File: src/rtl/watch_pkg.sv
// watch_pkg: shared field/direction encodings and FSM state type for the watch time-adjust path
package watch_pkg;
  localparam logic [1:0] FIELD_SEC  = 2'b00;
  localparam logic [1:0] FIELD_MIN  = 2'b01;
  localparam logic [1:0] FIELD_HOUR = 2'b10;
  localparam logic [1:0] FIELD_INV  = 2'b11;
  localparam logic DIR_UP   = 1'b1;
  localparam logic DIR_DOWN = 1'b0;
  typedef enum logic [1:0] {ST_IDLE, ST_ISSUE, ST_WAIT} state_t;
endpackage

File: src/rtl/watch_adj_sched_if.sv
// watch_adj_sched_if: UART burst command valid/ready channel into the adjust scheduler
interface watch_adj_sched_if #(parameter int CNT_W = 4);
  logic             valid;
  logic             ready;
  logic [1:0]       field;
  logic             dir;
  logic [CNT_W-1:0] count;
  modport master (output valid, field, dir, count, input ready);
  modport slave  (input valid, field, dir, count, output ready);
endinterface

File: src/rtl/watch_tick_decode.sv
// watch_tick_decode: field/dir/issue to one-hot step pulse, bit order {hour_dn, hour_up, min_dn, min_up, sec_dn, sec_up}
module watch_tick_decode
  import watch_pkg::*;
(
  input  logic       issue,
  input  logic [1:0] field,
  input  logic       dir,
  output logic [5:0] tick
);
  always_comb begin
    tick[0] = issue && field == FIELD_SEC  && dir == DIR_UP;
    tick[1] = issue && field == FIELD_SEC  && dir == DIR_DOWN;
    tick[2] = issue && field == FIELD_MIN  && dir == DIR_UP;
    tick[3] = issue && field == FIELD_MIN  && dir == DIR_DOWN;
    tick[4] = issue && field == FIELD_HOUR && dir == DIR_UP;
    tick[5] = issue && field == FIELD_HOUR && dir == DIR_DOWN;
  end
endmodule

File: src/rtl/watch_adj_sched.sv
// watch_adj_sched: arbitrates button single steps and UART step bursts into spaced one-hot tick pulses
module watch_adj_sched
  import watch_pkg::*;
#(
  parameter int GAP   = 2,
  parameter int CNT_W = 4
) (
  input  logic                clk,
  input  logic                rst,
  input  logic                btn_req,
  input  logic [1:0]          btn_field,
  input  logic                btn_dir,
  watch_adj_sched_if.slave    uart,
  output logic                tick_sec_up,
  output logic                tick_sec_down,
  output logic                tick_min_up,
  output logic                tick_min_down,
  output logic                tick_hour_up,
  output logic                tick_hour_down,
  output logic                busy,
  output logic                btn_drop
);
  state_t           state, state_nx;
  logic             pend_valid, pend_dir;
  logic [1:0]       pend_field;
  logic [1:0]       cmd_field;
  logic             cmd_dir;
  logic [CNT_W-1:0] rem;
  logic [3:0]       gap_cnt;
  logic             hs, uart_go, pend_take, btn_ok, issue_nx, dir_nx, drop_q;
  logic [1:0]       fld_nx;
  logic [5:0]       tick_nx, tick_q;

  always_ff @(posedge clk or negedge rst) begin
    if (!rst) state <= ST_IDLE;
    else state <= state_nx;
  end

  always_comb begin
    state_nx = state == ST_IDLE  ? ((pend_valid || uart_go) ? ST_ISSUE : ST_IDLE) :
               state == ST_ISSUE ? ST_WAIT :
               gap_cnt == 4'(GAP - 1) ? (rem != '0 ? ST_ISSUE : ST_IDLE) : ST_WAIT;
  end

  // ready is gated by reset so the channel stays closed while the block is held in reset
  always_comb begin
    uart.ready = rst && state == ST_IDLE && !pend_valid;
    hs         = uart.valid && uart.ready;
    uart_go    = hs && uart.count != '0 && uart.field != FIELD_INV;
    pend_take  = state == ST_IDLE && pend_valid;
    btn_ok     = btn_req && btn_field != FIELD_INV;
    busy       = state != ST_IDLE || pend_valid;
    issue_nx   = state_nx == ST_ISSUE;
    fld_nx     = state != ST_IDLE ? cmd_field : pend_valid ? pend_field : uart.field;
    dir_nx     = state != ST_IDLE ? cmd_dir : pend_valid ? pend_dir : uart.dir;
  end

  watch_tick_decode u_dec (
    .issue (issue_nx),
    .field (fld_nx),
    .dir   (dir_nx),
    .tick  (tick_nx)
  );

  // pending slot refills in the same cycle it is handed to the FSM
  always_ff @(posedge clk or negedge rst) begin
    if (!rst) begin
      pend_valid <= 1'b0;
      pend_field <= '0;
      pend_dir   <= 1'b0;
      drop_q     <= 1'b0;
      cmd_field  <= '0;
      cmd_dir    <= 1'b0;
      rem        <= '0;
      gap_cnt    <= '0;
      tick_q     <= '0;
    end else begin
      pend_valid <= btn_ok || (pend_valid && !pend_take);
      if (btn_ok && (!pend_valid || pend_take)) begin
        pend_field <= btn_field;
        pend_dir   <= btn_dir;
      end
      drop_q <= btn_ok && pend_valid && !pend_take;
      if (pend_take) begin
        cmd_field <= pend_field;
        cmd_dir   <= pend_dir;
        rem       <= CNT_W'(1);
      end else if (hs) begin
        cmd_field <= uart.field;
        cmd_dir   <= uart.dir;
        rem       <= uart.count;
      end else if (state == ST_ISSUE) begin
        rem <= rem - CNT_W'(1);
      end
      gap_cnt <= state == ST_WAIT ? gap_cnt + 4'd1 : '0;
      tick_q  <= tick_nx;
    end
  end

  assign {tick_hour_down, tick_hour_up, tick_min_down, tick_min_up, tick_sec_down, tick_sec_up} = tick_q;
  assign btn_drop = drop_q;
endmodule

File: src/flat_wrapper.sv
// flat-port wrapper written by rule: the top's interface ports become plain ports
module watch_adj_sched_flat import watch_pkg::*;
#(
  parameter int GAP   = 2,
  parameter int CNT_W = 4
)
  (clk, rst, btn_req, btn_field, btn_dir, tick_sec_up, tick_sec_down, tick_min_up, tick_min_down, tick_hour_up, tick_hour_down, busy, btn_drop, uart_valid, uart_field, uart_dir, uart_count, uart_ready);
  watch_adj_sched_if #(.CNT_W(CNT_W)) uart_i ();
  input  logic clk;
  input  logic rst;
  input  logic btn_req;
  input  logic [1:0] btn_field;
  input  logic btn_dir;
  output logic tick_sec_up;
  output logic tick_sec_down;
  output logic tick_min_up;
  output logic tick_min_down;
  output logic tick_hour_up;
  output logic tick_hour_down;
  output logic busy;
  output logic btn_drop;
  input wire logic [$bits(uart_i.valid)-1:0] uart_valid;
  input wire logic [$bits(uart_i.field)-1:0] uart_field;
  input wire logic [$bits(uart_i.dir)-1:0] uart_dir;
  input wire logic [$bits(uart_i.count)-1:0] uart_count;
  output wire logic [$bits(uart_i.ready)-1:0] uart_ready;
  assign uart_i.valid = uart_valid;
  assign uart_i.field = uart_field;
  assign uart_i.dir = uart_dir;
  assign uart_i.count = uart_count;
  assign uart_ready = uart_i.ready;
  watch_adj_sched #(.GAP(GAP), .CNT_W(CNT_W)) u_core (.clk(clk), .rst(rst), .btn_req(btn_req), .btn_field(btn_field), .btn_dir(btn_dir), .uart(uart_i), .tick_sec_up(tick_sec_up), .tick_sec_down(tick_sec_down), .tick_min_up(tick_min_up), .tick_min_down(tick_min_down), .tick_hour_up(tick_hour_up), .tick_hour_down(tick_hour_down), .busy(busy), .btn_drop(btn_drop));
endmodule
File: config.mk
export PLATFORM = sky130hd
export DESIGN_NAME = watch_adj_sched_flat
export DESIGN_NICKNAME = d
export VERILOG_FILES = /design/src/rtl/watch_pkg.sv /design/src/rtl/watch_adj_sched_if.sv /design/src/rtl/watch_tick_decode.sv /design/src/rtl/watch_adj_sched.sv /design/src/flat_wrapper.sv
export SDC_FILE = /design/constraint.sdc
export NUM_CORES = 1
export LEC_CHECK = 0
export CAP_MARGIN = 10
export CORE_MARGIN = 2
export CORE_UTILIZATION = 55
export CTS_CLUSTER_DIAMETER = 100
export CTS_CLUSTER_SIZE = 30
export DETAILED_ROUTE_END_ITERATION = 10
export PLACE_DENSITY_LB_ADDON = 0.15
export SLEW_MARGIN = 0
export SYNTH_ARGS = -nofsm -noshare
export SYNTH_HDL_FRONTEND = slang
export SYNTH_SLANG_ARGS = --single-unit
File: constraint.sdc
create_clock -name clk -period 4.4 [get_ports clk]
set_input_delay 0.66 -clock clk [delete_from_list [all_inputs] [get_ports clk]]
set_output_delay 0.66 -clock clk [all_outputs]
set_load 0.005 [all_outputs]
==> impl_results.md <==
- Leak: 0.646 nW
- Ant diodes: 0
- Combinational Power Share: 43.6%
- Peak Freq: 365 MHz
- Slew Limit Fails: 0
- Drt initial violations: 16
- Final net count: 153
- DRC errors left: 0
- Total gr overflow: 0
- XOR/XNOR share of the synthesized area: 2.82%
- Total Wirelength: 2240 microns
- Net Sw Frac: 38.9%
- CP Launch Point: rst
- Hold endpoint: u_core.gap_cnt[0]
- Clk buf depth: 2
- Sink Count: 24
- Syn Area/Cell: 11.3 sq um
- Largest family of logic cells by synthesized area: simple AND/OR/NAND/NOR gates
- Worst vdd ir: 0.000379 V
- Synth unique cells: 38
- TritonRoute pass-1 iters: 4
- Initial Utilization: 57.3%
- CP Class: primary input to output port
- Clock skew: 2.23 ps
- Post-CTS Setup Bufs: 0
- DR vias: 907
- Clock network fraction of total power: 10.2%
- Cell row count: 17
- CTS tree: built
- Htree depth: 1
- Post-CTS Resized: 0
- Data arrival, critical path: 2080 ps
- Die height: 51.5 microns
- Setup TNS: 0 ps
- Final setup viols: 0
- Clock-pin slew on the worst setup and hold paths: 110 ps
- Top-area cell type share of the netlist area: 48.3%
- Min-Delay Path Depth: 1
- Worst setup EP type: output port
- Clock Tree Root: clkbuf_4
- Mux contribution to synthesized area: 9.47%
- Die extent in x: 51.5 microns
- Net Count, Synth: 128
- Worst skew pair latency: 300 ps
- Headroom to the max-slew limit: 58.7%
- Simple-gate area share of the yosys netlist: 19.4%
- Final ANT Viol Nets: 0
- Commonest non-fill, non-tap cells in the layout: dfrtp_1, clkdlybuf4s50_1, nor2_1, nand2_1
- Largest net degree at the start of global routing: 28
- Area Overhead vs Synth: 20.2%
- First-pass GRT wire length: 3880 microns
- Area share of fa/ha/maj cells after synthesis: 4.03%
- Dpl hpwl: 1720 microns
- Critical path peak fanout: 27
- Initial antenna violation count: 0
- Area contributors post-synth: dfrtp_1, ha_1, mux2i_1
- Vias/cell: 5.63
- Ports: 23
- Vias in the first global route: 889
- RR Endpoint: u_core.tick_q[2]
- Int Pwr: 0.000534 W
- Cell taking the most area after synthesis: dfrtp_1
- Register area share after synthesis: 48.3%
- Tmin final: 2740 ps
- Mapped Area: 1240 sq um
- Max-cap violation count: 0
- Core area: 2170 sq um
- Die Area: 2660 sq um
- Period utilization: 62.3%
- PortBufs: 22
- Synth Warn #: 0
- Net Switching: 0.000340 W
- RR Startpoint: u_core.rem[0]
- Compound-Gate Fraction of Synth Area: 11.7%
- HP Start: u_core.gap_cnt[0]
- CP Data Required Time: 3740 ps
- Final Hold Viols: 0
- Share of power burned in registers: 46.2%
- Util after Layout: 68.9%
- Worst-Margin Slew: 619 ps
- RSZ-0062 raised after global routing: no
- Async S/R FF share, synth: 100%
- Cts bufs inserted: 3
- Commonest non-fill, non-tap cell in the layout: dfrtp_1
- Number of synthesized flops with an enable pin: 0
- R2R depth: 6
- PwrDens: 585 nW/um^2
- Most common flop cell mapped by yosys: dfrtp_1
- Status: complete, no violations
- #FFs+latches synth: 24
- Hold Crit Class: flip-flop to flip-flop
- Startpoint class of the critical path: primary input
- CTS hold repair buffers: 0
- Share of layout cells above drive strength 1: 12.8%
- R2R setup slack: 2580 ps
- GP Congestion: 0.785
- Synth Instances: 110
- Global-route usage over all layers: 20.1%
- WL per Instance: 13.9 microns
-- routing by layer --
layer	track usage [%]	part of all wire [%]	wire length [microns]	vias up
met3	3.45	1.8	41	6
met4	9.21	2.6	58	0
li1	-	-	-	447
met1	26.5	42	940	446
met5	0	0	0	-
met2	32.3	54	1200	8
-- cell type report --
cell class | count | area, sq um
Timing Repair Buffer | 23 | 228
Tap cell | 28 | 35.0
Inverter | 5 | 18.8
Clock buffer | 3 | 22.5
Fill cell | 183 | 676
Sequential cell | 24 | 601
Multi-Input combinational cell | 78 | 589
-- Yosys cell counts (2+ instances only) --
| library cell | n |
|---|---|
| nor4_1 | 3 |
| mux2i_1 | 5 |
| nor3_1 | 2 |
| a21oi_1 | 3 |
| o21ai_0 | 5 |
| nor2_1 | 12 |
| nand2_1 | 8 |
| buf_6 | 3 |
| nor3b_1 | 2 |
| a211oi_1 | 3 |
| xor2_1 | 2 |
| dfrtp_1 | 24 |
| xnor2_1 | 2 |
| mux2_2 | 4 |
| nand3_1 | 2 |
| inv_1 | 5 |
| ha_1 | 4 |
-- worst max-delay path: stages --
cell	delay [ps]
clkdlybuf4s50_1	450
buf_4	310
and2_1	180
clkdlybuf4s50_1	490
-- through the flow --
stage               hold slack (ps)  power (W)  setup WS (ps)  area [sq um]  cells
floorplan                       364   0.000686           2790          1240    110
global placement                489   0.000772           1630          1470    158
detailed placement              498   0.000791           1630          1470    158
CTS                             513   0.000881           1630          1490    161
global route                    544   0.000948           1540          1490    161
finish                          506   0.000874           1660          1490    161
-- power groups by stage --
| stage | combinational [W] | sequential, W | clock [W] |
|---|---|---|---|
| 6_report | 0.000381 | 0.000403 | 0.0000890 |
| 5_1_grt | 0.000425 | 0.000416 | 0.000107 |
| 4_1_cts | 0.000386 | 0.000401 | 0.0000939 |
| 3_5_place_dp | 0.000384 | 0.000407 | 0 |
| 3_3_place_gp | 0.000370 | 0.000402 | 0 |
| 2_1_floorplan | 0.000324 | 0.000362 | 0 |
-- worst max-delay path by stage --
stage                       end  slack, ps
6_report             uart_ready       1660
5_1_grt              uart_ready       1540
4_1_cts              uart_ready       1630
3_5_place_dp         uart_ready       1630
3_3_place_gp         uart_ready       1630
2_1_floorplan  u_core.tick_q[2]       2790
-- kinds of logic after synthesis --
family                   count (synthesis)
AO/OA/AOI/OAI                           19
XOR/XNOR                                 4
adder cells (fa/ha/maj)                  4
buffers and inverters                    8
flip-flops                              24
multiplexers                            10
AND/OR/NAND/NOR                         41
-- state kept, by name, summed over array words and instances (netlist names) --
signal             cells
u_core.tick_q          6
u_core.pend_dir        1
u_core.pend_valid      1
u_core.cmd_dir         1
u_core.rem             4
u_core.btn_drop        1
u_core.gap_cnt         4
u_core.cmd_field       2
u_core.pend_field      2
u_core.state           2
Note: power is estimated with default switching activity, not from simulation.
